`src/rtl/vram_port_arbiter_if.sv`:
```
// Requester-side and RAM-side signal bundle for the framebuffer port arbiter.
// The arbiter takes the slave view; requesters and the RAM model take the master view.
interface vram_port_arbiter_if #(
    parameter int ADDR_W  = 18,
    parameter int WDATA_W = 32,
    parameter int RDATA_W = 8
);
    logic               vga_rd_req;
    logic [ADDR_W-1:0]  vga_rd_addr;
    logic               vga_rd_valid;
    logic               vga_drop;
    logic [15:0]        vga_drop_count;

    logic               cpu_rd_req;
    logic [ADDR_W-1:0]  cpu_rd_addr;
    logic               cpu_rd_ack;
    logic               cpu_rd_valid;

    logic               cpu_wr_req;
    logic [ADDR_W-1:0]  cpu_wr_addr;
    logic [WDATA_W-1:0] cpu_wr_data;
    logic               cpu_wr_ack;

    logic               ldr_wr_req;
    logic [ADDR_W-1:0]  ldr_wr_addr;
    logic [WDATA_W-1:0] ldr_wr_data;
    logic               ldr_wr_ack;

    logic [RDATA_W-1:0] rd_data;
    logic [ADDR_W-1:0]  mem_rdaddress;
    logic [RDATA_W-1:0] mem_q;
    logic [ADDR_W-1:0]  mem_wraddress;
    logic [WDATA_W-1:0] mem_data;
    logic               mem_wren;

    modport slave (
        input  vga_rd_req, vga_rd_addr,
        output vga_rd_valid, vga_drop, vga_drop_count,
        input  cpu_rd_req, cpu_rd_addr,
        output cpu_rd_ack, cpu_rd_valid,
        input  cpu_wr_req, cpu_wr_addr, cpu_wr_data,
        output cpu_wr_ack,
        input  ldr_wr_req, ldr_wr_addr, ldr_wr_data,
        output ldr_wr_ack,
        output rd_data, mem_rdaddress,
        input  mem_q,
        output mem_wraddress, mem_data, mem_wren
    );

    modport master (
        output vga_rd_req, vga_rd_addr,
        input  vga_rd_valid, vga_drop, vga_drop_count,
        output cpu_rd_req, cpu_rd_addr,
        input  cpu_rd_ack, cpu_rd_valid,
        output cpu_wr_req, cpu_wr_addr, cpu_wr_data,
        input  cpu_wr_ack,
        output ldr_wr_req, ldr_wr_addr, ldr_wr_data,
        input  ldr_wr_ack,
        input  rd_data, mem_rdaddress,
        output mem_q,
        input  mem_wraddress, mem_data, mem_wren
    );
endinterface

```
`src/rtl/vram_port_arbiter.sv`:
```
// Shares the framebuffer RAM: read port between VGA fetch and CPU loads (with a CPU
// starvation override), write port round-robin between CPU stores and the image loader.
module vram_port_arbiter #(
    parameter int ADDR_W     = 18,
    parameter int WDATA_W    = 32,
    parameter int RDATA_W    = 8,
    parameter int RD_LAT     = 2,
    parameter int STARVE_MAX = 64
) (
    input  logic               clk,
    input  logic               reset,
    vram_port_arbiter_if.slave bus
);

    localparam int              ST_W       = (STARVE_MAX < 1) ? 1 : $clog2(STARVE_MAX + 1);
    localparam logic [ST_W-1:0] STARVE_LIM = ST_W'(STARVE_MAX);
    localparam logic [15:0]     DROP_SAT   = 16'hFFFF;

    typedef struct packed {
        logic vga;
        logic cpu;
    } rd_tag_t;

    function automatic logic [15:0] sat_inc16(input logic [15:0] val, input logic en);
        logic [15:0] res;
        if (en && (val != DROP_SAT)) begin
            res = val + 16'd1;
        end else begin
            res = val;
        end
        return res;
    endfunction

    logic [ST_W-1:0]      starve_q,      starve_d;
    rd_tag_t [RD_LAT-1:0] tag_q,         tag_d;
    logic                 vga_valid_q,   vga_valid_d;
    logic                 cpu_valid_q,   cpu_valid_d;
    logic                 vga_drop_q,    vga_drop_d;
    logic [15:0]          drop_cnt_q,    drop_cnt_d;
    logic [ADDR_W-1:0]    rd_addr_q,     rd_addr_d;
    logic                 wr_pref_ldr_q, wr_pref_ldr_d;
    logic                 wren_q,        wren_d;
    logic [ADDR_W-1:0]    wr_addr_q,     wr_addr_d;
    logic [WDATA_W-1:0]   wr_data_q,     wr_data_d;

    logic override_s;
    logic cpu_rd_gnt_s;
    logic vga_rd_gnt_s;
    logic vga_drop_s;
    logic cpu_wr_gnt_s;
    logic ldr_wr_gnt_s;

    // Combinational grants; nothing is granted while reset is held.
    always_comb begin
        override_s   = (starve_q == STARVE_LIM);
        cpu_rd_gnt_s = 1'b0;
        vga_rd_gnt_s = 1'b0;
        vga_drop_s   = 1'b0;
        cpu_wr_gnt_s = 1'b0;
        ldr_wr_gnt_s = 1'b0;
        if (reset) begin
            cpu_rd_gnt_s = 1'b0;
            vga_rd_gnt_s = 1'b0;
        end else begin
            cpu_rd_gnt_s = bus.cpu_rd_req && (!bus.vga_rd_req || override_s);
            vga_rd_gnt_s = bus.vga_rd_req && !cpu_rd_gnt_s;
            // A VGA strobe that loses to the CPU is not retried by the fetcher.
            vga_drop_s   = bus.vga_rd_req && cpu_rd_gnt_s;
            cpu_wr_gnt_s = bus.cpu_wr_req && (!bus.ldr_wr_req || !wr_pref_ldr_q);
            ldr_wr_gnt_s = bus.ldr_wr_req && (!bus.cpu_wr_req || wr_pref_ldr_q);
        end
    end

    // Read-side next state: starvation counter, read address, tag pipeline, valids.
    always_comb begin
        starve_d = starve_q;
        if (bus.cpu_rd_req && !cpu_rd_gnt_s) begin
            if (starve_q != STARVE_LIM) begin
                starve_d = starve_q + ST_W'(1);
            end else begin
                starve_d = starve_q;
            end
        end else begin
            starve_d = {ST_W{1'b0}};
        end

        rd_addr_d = rd_addr_q;
        if (cpu_rd_gnt_s) begin
            rd_addr_d = bus.cpu_rd_addr;
        end else if (vga_rd_gnt_s) begin
            rd_addr_d = bus.vga_rd_addr;
        end else begin
            rd_addr_d = rd_addr_q;
        end

        // Tag delay matches the RAM latency; the valid flop adds the final edge.
        tag_d        = tag_q;
        tag_d[0].vga = vga_rd_gnt_s;
        tag_d[0].cpu = cpu_rd_gnt_s;
        for (int i = 1; i < RD_LAT; i++) begin
            tag_d[i] = tag_q[i-1];
        end
        vga_valid_d = tag_q[RD_LAT-1].vga;
        cpu_valid_d = tag_q[RD_LAT-1].cpu;

        vga_drop_d = vga_drop_s;
        drop_cnt_d = sat_inc16(drop_cnt_q, vga_drop_s);
    end

    // Write-side next state: winner's address/data and round-robin preference.
    always_comb begin
        wren_d        = cpu_wr_gnt_s || ldr_wr_gnt_s;
        wr_addr_d     = wr_addr_q;
        wr_data_d     = wr_data_q;
        wr_pref_ldr_d = wr_pref_ldr_q;
        if (cpu_wr_gnt_s) begin
            wr_addr_d     = bus.cpu_wr_addr;
            wr_data_d     = bus.cpu_wr_data;
            wr_pref_ldr_d = 1'b1;
        end else if (ldr_wr_gnt_s) begin
            wr_addr_d     = bus.ldr_wr_addr;
            wr_data_d     = bus.ldr_wr_data;
            wr_pref_ldr_d = 1'b0;
        end else begin
            wr_addr_d     = wr_addr_q;
            wr_data_d     = wr_data_q;
            wr_pref_ldr_d = wr_pref_ldr_q;
        end
    end

    // State registers; reset drops any reads still in flight.
    always_ff @(posedge clk) begin
        if (reset) begin
            starve_q      <= {ST_W{1'b0}};
            tag_q         <= {RD_LAT{2'b00}};
            vga_valid_q   <= 1'b0;
            cpu_valid_q   <= 1'b0;
            vga_drop_q    <= 1'b0;
            drop_cnt_q    <= 16'h0000;
            rd_addr_q     <= {ADDR_W{1'b0}};
            wr_pref_ldr_q <= 1'b0;
            wren_q        <= 1'b0;
            wr_addr_q     <= {ADDR_W{1'b0}};
            wr_data_q     <= {WDATA_W{1'b0}};
        end else begin
            starve_q      <= starve_d;
            tag_q         <= tag_d;
            vga_valid_q   <= vga_valid_d;
            cpu_valid_q   <= cpu_valid_d;
            vga_drop_q    <= vga_drop_d;
            drop_cnt_q    <= drop_cnt_d;
            rd_addr_q     <= rd_addr_d;
            wr_pref_ldr_q <= wr_pref_ldr_d;
            wren_q        <= wren_d;
            wr_addr_q     <= wr_addr_d;
            wr_data_q     <= wr_data_d;
        end
    end

    assign bus.cpu_rd_ack     = cpu_rd_gnt_s;
    assign bus.cpu_wr_ack     = cpu_wr_gnt_s;
    assign bus.ldr_wr_ack     = ldr_wr_gnt_s;
    assign bus.vga_rd_valid   = vga_valid_q;
    assign bus.cpu_rd_valid   = cpu_valid_q;
    assign bus.vga_drop       = vga_drop_q;
    assign bus.vga_drop_count = drop_cnt_q;
    assign bus.rd_data        = bus.mem_q;
    assign bus.mem_rdaddress  = rd_addr_q;
    assign bus.mem_wraddress  = wr_addr_q;
    assign bus.mem_data       = wr_data_q;
    assign bus.mem_wren       = wren_q;

endmodule

```
`src/flat_wrapper.sv`:
```
// flat-port wrapper written by rule: the top's interface ports become plain ports
module vram_port_arbiter_flat 
#(
    parameter int ADDR_W     = 18,
    parameter int WDATA_W    = 32,
    parameter int RDATA_W    = 8,
    parameter int RD_LAT     = 2,
    parameter int STARVE_MAX = 64
)
  (clk, reset, bus_vga_rd_req, bus_vga_rd_addr, bus_vga_rd_valid, bus_vga_drop, bus_vga_drop_count, bus_cpu_rd_req, bus_cpu_rd_addr, bus_cpu_rd_ack, bus_cpu_rd_valid, bus_cpu_wr_req, bus_cpu_wr_addr, bus_cpu_wr_data, bus_cpu_wr_ack, bus_ldr_wr_req, bus_ldr_wr_addr, bus_ldr_wr_data, bus_ldr_wr_ack, bus_rd_data, bus_mem_rdaddress, bus_mem_q, bus_mem_wraddress, bus_mem_data, bus_mem_wren);
  vram_port_arbiter_if #(.ADDR_W(ADDR_W), .WDATA_W(WDATA_W), .RDATA_W(RDATA_W)) bus_i ();
  input  logic clk;
  input  logic reset;
  input wire logic [$bits(bus_i.vga_rd_req)-1:0] bus_vga_rd_req;
  input wire logic [$bits(bus_i.vga_rd_addr)-1:0] bus_vga_rd_addr;
  output wire logic [$bits(bus_i.vga_rd_valid)-1:0] bus_vga_rd_valid;
  output wire logic [$bits(bus_i.vga_drop)-1:0] bus_vga_drop;
  output wire logic [$bits(bus_i.vga_drop_count)-1:0] bus_vga_drop_count;
  input wire logic [$bits(bus_i.cpu_rd_req)-1:0] bus_cpu_rd_req;
  input wire logic [$bits(bus_i.cpu_rd_addr)-1:0] bus_cpu_rd_addr;
  output wire logic [$bits(bus_i.cpu_rd_ack)-1:0] bus_cpu_rd_ack;
  output wire logic [$bits(bus_i.cpu_rd_valid)-1:0] bus_cpu_rd_valid;
  input wire logic [$bits(bus_i.cpu_wr_req)-1:0] bus_cpu_wr_req;
  input wire logic [$bits(bus_i.cpu_wr_addr)-1:0] bus_cpu_wr_addr;
  input wire logic [$bits(bus_i.cpu_wr_data)-1:0] bus_cpu_wr_data;
  output wire logic [$bits(bus_i.cpu_wr_ack)-1:0] bus_cpu_wr_ack;
  input wire logic [$bits(bus_i.ldr_wr_req)-1:0] bus_ldr_wr_req;
  input wire logic [$bits(bus_i.ldr_wr_addr)-1:0] bus_ldr_wr_addr;
  input wire logic [$bits(bus_i.ldr_wr_data)-1:0] bus_ldr_wr_data;
  output wire logic [$bits(bus_i.ldr_wr_ack)-1:0] bus_ldr_wr_ack;
  output wire logic [$bits(bus_i.rd_data)-1:0] bus_rd_data;
  output wire logic [$bits(bus_i.mem_rdaddress)-1:0] bus_mem_rdaddress;
  input wire logic [$bits(bus_i.mem_q)-1:0] bus_mem_q;
  output wire logic [$bits(bus_i.mem_wraddress)-1:0] bus_mem_wraddress;
  output wire logic [$bits(bus_i.mem_data)-1:0] bus_mem_data;
  output wire logic [$bits(bus_i.mem_wren)-1:0] bus_mem_wren;
  assign bus_i.vga_rd_req = bus_vga_rd_req;
  assign bus_i.vga_rd_addr = bus_vga_rd_addr;
  assign bus_vga_rd_valid = bus_i.vga_rd_valid;
  assign bus_vga_drop = bus_i.vga_drop;
  assign bus_vga_drop_count = bus_i.vga_drop_count;
  assign bus_i.cpu_rd_req = bus_cpu_rd_req;
  assign bus_i.cpu_rd_addr = bus_cpu_rd_addr;
  assign bus_cpu_rd_ack = bus_i.cpu_rd_ack;
  assign bus_cpu_rd_valid = bus_i.cpu_rd_valid;
  assign bus_i.cpu_wr_req = bus_cpu_wr_req;
  assign bus_i.cpu_wr_addr = bus_cpu_wr_addr;
  assign bus_i.cpu_wr_data = bus_cpu_wr_data;
  assign bus_cpu_wr_ack = bus_i.cpu_wr_ack;
  assign bus_i.ldr_wr_req = bus_ldr_wr_req;
  assign bus_i.ldr_wr_addr = bus_ldr_wr_addr;
  assign bus_i.ldr_wr_data = bus_ldr_wr_data;
  assign bus_ldr_wr_ack = bus_i.ldr_wr_ack;
  assign bus_rd_data = bus_i.rd_data;
  assign bus_mem_rdaddress = bus_i.mem_rdaddress;
  assign bus_i.mem_q = bus_mem_q;
  assign bus_mem_wraddress = bus_i.mem_wraddress;
  assign bus_mem_data = bus_i.mem_data;
  assign bus_mem_wren = bus_i.mem_wren;
  vram_port_arbiter #(.ADDR_W(ADDR_W), .WDATA_W(WDATA_W), .RDATA_W(RDATA_W), .RD_LAT(RD_LAT), .STARVE_MAX(STARVE_MAX)) u_core (.clk(clk), .reset(reset), .bus(bus_i));
endmodule
```
`config.mk`:
```
export PLATFORM = sky130hd
export DESIGN_NAME = vram_port_arbiter_flat
export DESIGN_NICKNAME = d
export VERILOG_FILES = /design/src/rtl/vram_port_arbiter_if.sv /design/src/rtl/vram_port_arbiter.sv /design/src/flat_wrapper.sv
export SDC_FILE = /design/constraint.sdc
export NUM_CORES = 1
export LEC_CHECK = 0
export CORE_ASPECT_RATIO = 0.7
export CORE_MARGIN = 2
export CORE_UTILIZATION = 39
export CTS_CLUSTER_DIAMETER = 60
export DETAILED_ROUTE_END_ITERATION = 6
export PLACE_DENSITY_LB_ADDON = 0.1
export SYNTH_ARGS = -nofsm -noshare
export SYNTH_HDL_FRONTEND = slang
export SYNTH_SLANG_ARGS = --single-unit
```
`constraint.sdc`:
```
create_clock -name clk -period 2.4 [get_ports clk]
set_input_delay 0.48 -clock clk [delete_from_list [all_inputs] [get_ports clk]]
set_output_delay 0.48 -clock clk [all_outputs]
set_load 0.05 [all_outputs]
```
Yosys cells after proc, flatten, opt, wreduce, memory -nomap -nowiden
Index checks and enable logic that the tools add are counted.

storage, ports and cells
  bits in registers = 100
  bits in latches = 0
  RAM bits = 0
  ROM bits = 0
  output and inout bits = 99
  logic and storage cells = 53
  memories = 0

cells by class
  $add $sub $neg = 2
  multiply operators = 0
  div/mod/pow operators = 0
  $lt $le $gt $ge = 0
  equal/unequal tests = 3
  shift operators = 0
  muxes and demuxes = 13
  bitwise operators = 1
  reduce and logical (&&, ||, !) cells = 20

operators with widths
  cell                     number
  $mux W18                 4
  $mux W32                 2
  $add A16 B1 Y16 const B  1
  $ne A16 B16 Y1 const B   1
  $add A7 B1 Y7 const B    1
  $eq A7 B7 Y1 const B     1
  $logic_and A1 B1 Y1      7
  $mux W1                  7
  $ne A7 B7 Y1 const B     1
  $logic_not A1 Y1         6
  $logic_or A1 B1 Y1       4
  $reduce_bool A2 Y1       2
  $reduce_or A2 Y1         1
  $not A1 Y1               1

Logic depth before layout (Yosys ltp)
Gate-level depths: netlist (run 1).

  word-level depth = 8
  mapped depth = 8
  depth with buffers taken out = 7

Worst setup path after synthesis (run 1)
Ideal clock, no wire load.

  path type = input to output
  start point = input reset
  end point = output bus_ldr_wr_ack
  arrival = 2.254 ns
  slack = -0.334 ns
  stages = 4
  path buffers = 3
  cells stage by stage = clkbuf_1 > buf_1 > clkbuf_1 > nor3b_1

between the ends
  longest elaborated chain between the ends = 1

RTL lines
  element          line                     source
  start, declared  flat_wrapper.sv:13       input logic reset;
  $mux W1          vram_port_arbiter.sv:61  if (reset) begin
  end, declared    flat_wrapper.sv:30       output wire logic [$bits(bus_i.ldr_wr_ack)-1:0] bus_ldr_wr_ack;

Every way passes these cells.

Final worst setup path (run 1)
  start point = register u_core.starve_q[2]
  end point = output bus_cpu_rd_ack

between the ends
  longest elaborated chain between the ends = 4

RTL lines
  element                 line                      source
  start, declared         vram_port_arbiter.sv:34   logic [ST_W-1:0] starve_q, starve_d;
  start signal, assigned  vram_port_arbiter.sv:134  starve_q <= {ST_W{1'b0}};
  start signal, assigned  vram_port_arbiter.sv:146  starve_q <= starve_d;
  $eq A7 B7 Y1            vram_port_arbiter.sv:55   override_s = (starve_q == STARVE_LIM);
  $logic_or A1 B1 Y1      vram_port_arbiter.sv:65   cpu_rd_gnt_s = bus.cpu_rd_req && (!bus.vga_rd_req || override_s);
  $logic_and A1 B1 Y1     vram_port_arbiter.sv:65
  $mux W1                 vram_port_arbiter.sv:61
  end, declared           flat_wrapper.sv:21        output wire logic [$bits(bus_i.cpu_rd_ack)-1:0] bus_cpu_rd_ack;

Every way passes these cells.

==> run summary, run 1 <==
The worst vdd rail ir drop came out at 386.7 uV. The initial antenna violation count came out at 0. The number of cells on the worst hold path is 2. The simple-gate share of the synthesized area came out at 0.1661. The sink count of the clock tree is 100. The number of buffers created by CTS is 9.

The final route contains 4,493 vias. The count of input and output buffers came out at ~230. The post-route fraction of the period consumed by the critical path came out at 0.9495. Dividing total power by cell area gives a power density of 582.4 nW/um^2. For this design the static power due to leakage is 2.647 nW.

The critical path required time came out at approximately 1.9 ns. The critical path is of the flop to output port type. The buffer depth of the longest clock path is 2. The sequential share of the synthesized area came out at 0.4349. The final critical-path required period came out at 2.279 ns. The max-cap violation count is 0. Clock-pin slew was measured on the worst setup and hold paths at 0.06 ns. The remaining number of nets flagged by the antenna check after routing came out at 0. The DRC violations left came out at 0. The post-synthesis xor/xnor area fraction is 0.009513. The final non-filler cell total came out at 871. The tree is rooted in a sky130_fd_sc_hd__clkbuf_16.

Setup repair after global routing left no endpoint under its margin. The number of levels the H-tree was split into is 3. The post-synth net total came out at 653. The minimum setup slack in the final design came out at 0.1211 ns. The commonest register cell after synthesis is sky130_fd_sc_hd__dfxtp_1. The library cells used most frequently in the layout, excluding fill and tap cells, are 228 x sky130_fd_sc_hd__clkdlybuf4s50_1, 100 x sky130_fd_sc_hd__dfxtp_1, 88 x sky130_fd_sc_hd__nor2_1.

The achievable frequency is ~440 MHz. The area fraction in compound gates after synthesis is 0.1946. The growth of design area from synthesis to finish came out at 60.51%. The worst reg-to-reg path cell count came out at 6. The aggregate global routing overflow is 0. The endpoint kind of the worst setup timing path is an output port. The relative slew slack is 0.5986. The number of max-slew violations in the final report came out at 0. The synthesized design contains 0 enable-type register cells. For the pin with the worst max-slew slack, the measured transition is ~0.60 ns. After detailed placement, the design holds a cell count of roughly 860.

Of all flip-flops after synthesis, the portion carrying an async set or reset was 0. The peak fanout along the critical path is 5. The fraction of the mapped netlist area in adder cells came out at 0.008154. The count of final hold-check violations is 0. The largest net degree at the start of global routing is 82.

The initialized floorplan defines 33 standard-cell rows. The repair_antennas step left the layout with diodes totalling 0. The layout net count is 862.

The synthesized cell area came out at 4603 sq um. The worst hold path begins at reset. The routed design uses ~6600 um of met2 wire. The reg-to-reg critical path endpoint is u_core.bus.vga_drop_count[7]$_SDFFE_PP0P_. The estimated wirelength of the detail-placed design is 10,050 um. The final-layout setup total negative slack is 0 ns. The footprint of the multi-input gates is 2356 sq um.

The sum of met3 wire segment lengths after detailed routing came out at 1129 um. The path with the worst hold slack has its endpoint at u_core.bus.mem_rdaddress[2]$_SDFFE_PP0P_. The placer's final routability congestion estimate is ~0.77. The total of warnings raised by yosys is 0.

The I/O pin total is 249. In the final routing, the length of wire on met1 measures 5704 um. The type of origin of the critical path is a flop. The floorplan die height is 94.90 um. The share of final-layout standard cells stronger than drive strength 1 came out at 0.06443.

Leaving out fill and tap cells, the most frequent cell in the layout is sky130_fd_sc_hd__clkdlybuf4s50_1. Gates resized during post-CTS repair numbered 0. The number of distinct library cells after synthesis came out at 43. The insertion delay to the later sink of the worst-skew pair is 0.34 ns.

The number of global-route vias before repair is a little over 4,000. The setup slack of the most critical reg-to-reg path is 0.38 ns. The worst-case clock skew is 0.008006 ns. Measured along the x axis, the die boundary spans 133.9 um.

The data arrival time of the critical path came out at about 1.8 ns. In this run the critical register-to-register path is launched from u_core.bus.vga_drop_count[0]$_SDFFE_PP0P_. Post-CTS timing repair inserted 0 buffers for setup.

By area, the combinational part of the netlist is dominated by compound AO/OA/AOI/OAI gates. The number of detailed-routing iterations run before antenna repair came out at 4. The number of hold buffers added after cts came out at 0. The final worst hold slack came out at between 0.4 and 0.5 ns.

The worst setup timing slack at the placement stage came out at 0.02896 ns. Setup violations remaining at the end of the flow were counted as 0. The area of the core region came out at 11,600 sq um. The layout has 962 filler cells. The die covers 12,700 sq um. The number of violations reported at the end of detailed-routing iteration 0 came out at 216. The highest metal layer carrying signal wires in the routed design is met4. The average wire per standard cell is 15.57 um. The cell count after synthesis is 500.

The average vias per placed instance came out at 5.158. The initial cell density of the core is 0.3967. The routed wire length is 13,560 um. The mean post-synth cell area is 9.206 sq um. The total routing usage reported by global routing is 0.2065. The number of storage elements in the synthesis netlist came out at 100. The type of the worst min-delay path is input pin to flop. The first global-routing pass estimated approximately 21,000 um of wire. The proportion of synthesized area in mux cells is 0.1280. The run finished with clean final reports.

The sequential cell area in the final layout is between 2000 and 2500 sq um. TritonCTS built the clock tree.
-- area by class of cell --
type	count	share of cell area
repair buffers	249	0.3421
multi-input cells	342	0.3189
flip-flops and latches	100	0.2710
clock buffers	11	0.03285
well taps	157	0.02659
clock inverters	5	0.005080
inverters	7	0.003556
-- flip-flops by register name (all words and copies together), names as in the netlist, 2 cells and up --
register,count
u_core.starve_q,7
u_core.bus.vga_drop_count,16
u_core.bus.mem_data,32
u_core.bus.mem_rdaddress,18
u_core.bus.mem_wraddress,18
u_core.tag_d,2
-- cell families after synthesis --
| kind of cell | after synthesis |
|---|---|
| buf+inv | 58 |
| simple gates | 151 |
| compound gates | 125 |
| xor+xnor | 5 |
| fa+ha+maj | 3 |
| mux | 58 |
| flops | 100 |
-- stage by stage --
stage	utilization	cell area (sq um)	power (mW)
2_1_floorplan	-	4608	2.492
3_5_place_dp	0.6126	7108	2.979
6_report	0.6368	7388	4.303
4_1_cts	0.6368	7388	4.349
3_3_place_gp	0.6126	7108	2.966
5_1_grt	0.6368	7388	4.483
-- routing by layer --
layer	vias up	track usage
li1	2252	-
met1	2070	0.2511
met2	162	0.3603
met3	9	0.06602
met4	0	0.04521
met5	-	0
-- where the power goes --
group	switching, mW	internal, mW	total (mW)
combinational	0.627	0.505	1.13
clock	0.632	0.734	1.37
sequential	0.0479	1.76	1.80
total	1.31	3.00	4.30
-- worst max-delay path by stage --
stage	depth (start not counted)	from	end	slack, ns
after detailed placement	5	bus_vga_rd_req	u_core.bus.vga_drop_count[13]$_SDFFE_PP0P_	0.03
after floorplan	4	reset	bus_ldr_wr_ack	0.15
after CTS	4	u_core.starve_q[2]$_SDFFE_PP0N_	bus_cpu_rd_ack	0.12
final	4	u_core.starve_q[2]$_SDFFE_PP0N_	bus_cpu_rd_ack	0.12
after global routing	4	u_core.starve_q[2]$_SDFFE_PP0N_	bus_cpu_rd_ack	0.07
after global placement	5	bus_vga_rd_req	u_core.bus.vga_drop_count[10]$_SDFFE_PP0P_	0.12
-- cells in the mapped netlist, types with 2 or more instances --
cell	number	area, sq um
sky130_fd_sc_hd__nor4_1	8	50.05
sky130_fd_sc_hd__nand4_1	5	31.28
sky130_fd_sc_hd__and3_1	2	12.51
sky130_fd_sc_hd__clkbuf_1	26	97.59
sky130_fd_sc_hd__and4_1	2	17.52
sky130_fd_sc_hd__or3_1	2	12.51
sky130_fd_sc_hd__nand2_1	7	26.28
sky130_fd_sc_hd__buf_2	6	30.03
sky130_fd_sc_hd__mux2i_1	51	510.5
sky130_fd_sc_hd__or4_1	5	37.54
sky130_fd_sc_hd__ha_1	3	37.54
sky130_fd_sc_hd__xnor2_1	3	26.28
sky130_fd_sc_hd__nor3b_1	2	15.01
sky130_fd_sc_hd__nor2b_1	12	75.07
sky130_fd_sc_hd__xor2_1	2	17.52
sky130_fd_sc_hd__a211oi_1	70	525.5
sky130_fd_sc_hd__a311oi_1	19	166.4
sky130_fd_sc_hd__inv_1	7	26.28
sky130_fd_sc_hd__a21oi_1	8	40.04
sky130_fd_sc_hd__dfxtp_1	100	2002
sky130_fd_sc_hd__o21ai_0	20	100.1
sky130_fd_sc_hd__mux2_1	6	67.56
sky130_fd_sc_hd__buf_1	8	30.03
sky130_fd_sc_hd__buf_4	10	75.07
sky130_fd_sc_hd__o31ai_1	5	37.54
sky130_fd_sc_hd__nor2_1	89	334.1
sky130_fd_sc_hd__nand3_1	6	30.03
-- worst max-delay path, cell delays in order (launching register included) --
cell	delay [ns]
sky130_fd_sc_hd__dfxtp_1	0.36
sky130_fd_sc_hd__nor4b_4	0.47
sky130_fd_sc_hd__a21oi_1	0.17
sky130_fd_sc_hd__nor2_1	0.28
sky130_fd_sc_hd__buf_12	0.18
(Power assumes the default switching activity.)
==> inputs of run 2 (changes only) <==
CORE_ASPECT_RATIO = 1.2   (was 0.7)
PLACE_DENSITY = 0.87   (was not set)
PLACE_DENSITY_LB_ADDON = not set   (was 0.1)
==> run summary, run 2 (same netlist as run 1, synthesis figures left out) <==
The routed design could run at a clock period as short as roughly 2.2 ns. The cell sitting at the root of the clock tree is a sky130_fd_sc_hd__clkbuf_16. The total of endpoints with negative setup slack in the final report came out at 0. The placed instance area is 7198 sq um. The sink count of the clock tree is 100. The layout net count is 874. The type of origin of the critical path is an input pin.

The later pin in the worst-skew pair is clocked with a latency of 0.34 ns. The clock transition at the register clock pins on the worst setup and hold paths after CTS is about 0.07 ns. The post-route fraction of the period consumed by the critical path came out at 0.9235. The initial antenna violation count came out at 1. The total routing usage reported by global routing came out at 0.2185.

The worst vdd rail ir drop is around 300 uV. The number of detailed-routing iterations run before antenna repair came out at 5. The chip width came out at 103.2 um. The number of max-slew violations in the final report was 0. The maximum cell stage delay along the critical path is ~0.48 ns.

The count of final hold-check violations came out at 0. The global-route wire length before repair came out at 21,680 um. The die covers between 10,000 and 15,000 sq um. The I/O pin total came out at 249.

The remaining number of nets flagged by the antenna check after routing is 0. The average vias per placed instance came out at 5.287. The worst register-to-register path begins at u_core.bus.vga_drop_count[0]$_SDFFE_PP0P_.

The count of cells resized by post-cts repair came out at 0. The design draws 4.357 mW. The area of the core region came out at 11,510 sq um. The count of input and output buffers came out at 232.

The number of cells on the worst hold path came out at 1. The final-layout setup total negative slack is 0 ns. Detailed placement finished with a half-perimeter wire length of approximately 11,000 um. For the pin with the worst max-slew slack, the measured transition is 0.6148 ns. The cell area after layout came out at 7488 sq um.

The leakage power is 2.713 nW. Leaving out fill and tap cells, the most frequent cell in the layout is sky130_fd_sc_hd__clkdlybuf4s50_1. Of all nets on the critical path, the largest fanout is 21. The standard cell with the maximum stage delay on the critical path is sky130_fd_sc_hd__clkdlybuf4s50_1. The growth of design area from synthesis to finish came out at 62.68%. The worst-case clock skew is 0.005825 ns. The critical path goes through clkdlybuf4s50_1 -> buf_4 -> nand2b_1 -> nor2_1 -> buf_12. Data on the critical path arrives at its endpoint at 1.74 ns. No sink is reached through more buffers than the 2 on the longest clock path. The endpoint kind of the worst setup timing path is an output port. The register with the most flip-flops in the layout has 32 of them.

Counting both buffers and inverters, the worst setup path holds a total of 3. For this configuration, the core starts out at a cell density of 0.3998. The fill cell total of the finished layout is 934. For this block, the routed nets add up to 14,240 um of wire. The number of violations reported at the end of detailed-routing iteration 0 is between 100 and 150. The number of hold buffers added after cts is 0.

The achievable frequency came out at 451.2 MHz. Dividing total power by cell area gives a power density of roughly 580 nW/um^2. The number of levels the H-tree was split into is 3. The congestion estimate from routability-driven global placement came to 0.8554. The worst setup path is of the input pin to output port kind. The run finished with clean final reports. The start point of the critical path is bus_cpu_rd_req. The top cell types in the final layout, fill and taps aside, are 228 x sky130_fd_sc_hd__clkdlybuf4s50_1, 100 x sky130_fd_sc_hd__dfxtp_1, 88 x sky130_fd_sc_hd__nor2_1. The worst hold path begins at u_core.cpu_valid_d$_SDFF_PP0_. Setup repair after global routing left no endpoint under its margin.

In the routed design, unresolved DRC markers number 0. After global routing the overflow that remains totals 0. The CTS tree is done. Grouping stages by cell kind, the critical path spends the most delay in buffers and inverters. The number of global-route vias before repair was 4,604. The number of cells on the critical path is 5. Entering global routing, the biggest net connects 62 pins. In this run the tightest slew margin relative to its limit is 0.5901. The overall via count from detail_route is between 4,000 and 5,000. The row count is 43.

Data on the critical path is required at its endpoint by 1.92 ns. In this run the vertical extent of the chip is 123.0 um. The max-cap violation count is 0. The number of antenna diodes in the final layout is 0. The post-CTS setup repair buffer count came out at 0. Counting the buffers created by CTS gives 9. The share of final-layout standard cells stronger than drive strength 1 came out at 0.07989.

The type of the worst min-delay path is flop to flop. Dividing the detail-routed wire length by the instance count gives between 15 and 20 um. The worst reg-to-reg path cell count came out at 6.
[run 2: where the power goes]
part           switching [mW]  leakage (nW)  total [mW]  internal (mW)
Clock                   0.625         0.139        1.39          0.766
Sequential             0.0526         0.823        1.81           1.76
Combinational           0.637          1.75        1.16          0.519
[run 2: worst paths after layout]
kind	end	slack, ns
setup reg to reg	u_core.bus.vga_drop_count[10]$_SDFFE_PP0P_	0.39
hold / removal	u_core.bus.cpu_rd_valid$_SDFF_PP0_	0.45
setup / recovery	bus_cpu_rd_ack	0.18
hold reg to reg	u_core.bus.cpu_rd_valid$_SDFF_PP0_	0.45
[run 2: area by class of cell]
cell class                 instances  area, sq um  area share
tap                              157        196.4     0.02623
clock buffer                      12        256.5     0.03425
multi-input combinational        342         2356      0.3146
clock inverter                     4        33.78    0.004511
inverter                           7        26.28    0.003509
timing repair buffer             261         2618      0.3495
sequential                       100         2002      0.2673
[run 2: worst reg2reg max path, stage by stage (launching register included)]
cell,delay [ns]
sky130_fd_sc_hd__dfxtp_1,0.41
sky130_fd_sc_hd__ha_1,0.19
sky130_fd_sc_hd__nand3_1,0.26
sky130_fd_sc_hd__nor4_4,0.38
sky130_fd_sc_hd__buf_4,0.26
sky130_fd_sc_hd__nor4_1,0.07
sky130_fd_sc_hd__mux2_1,0.31
[run 2: stage by stage]
stage,std cells,utilization,setup slack (ns),hold WS [ns]
floorplan,500,-,0.1533,0.4138
global placement,867,0.6252,0.1238,0.4230
detailed placement,867,0.6252,0.05511,0.4447
CTS,883,0.6504,0.1905,0.4550
global route,883,0.6504,0.1178,0.4563
finish,883,0.6504,0.1836,0.4532
[run 2: per-layer routing]
metal	vias to the layer above	track usage	part of all wire
met5	-	0	0.00091
met4	2	0.07237	0.019
met3	25	0.05822	0.075
met2	205	0.4107	0.54
met1	2162	0.2321	0.36
li1	2274	-	-
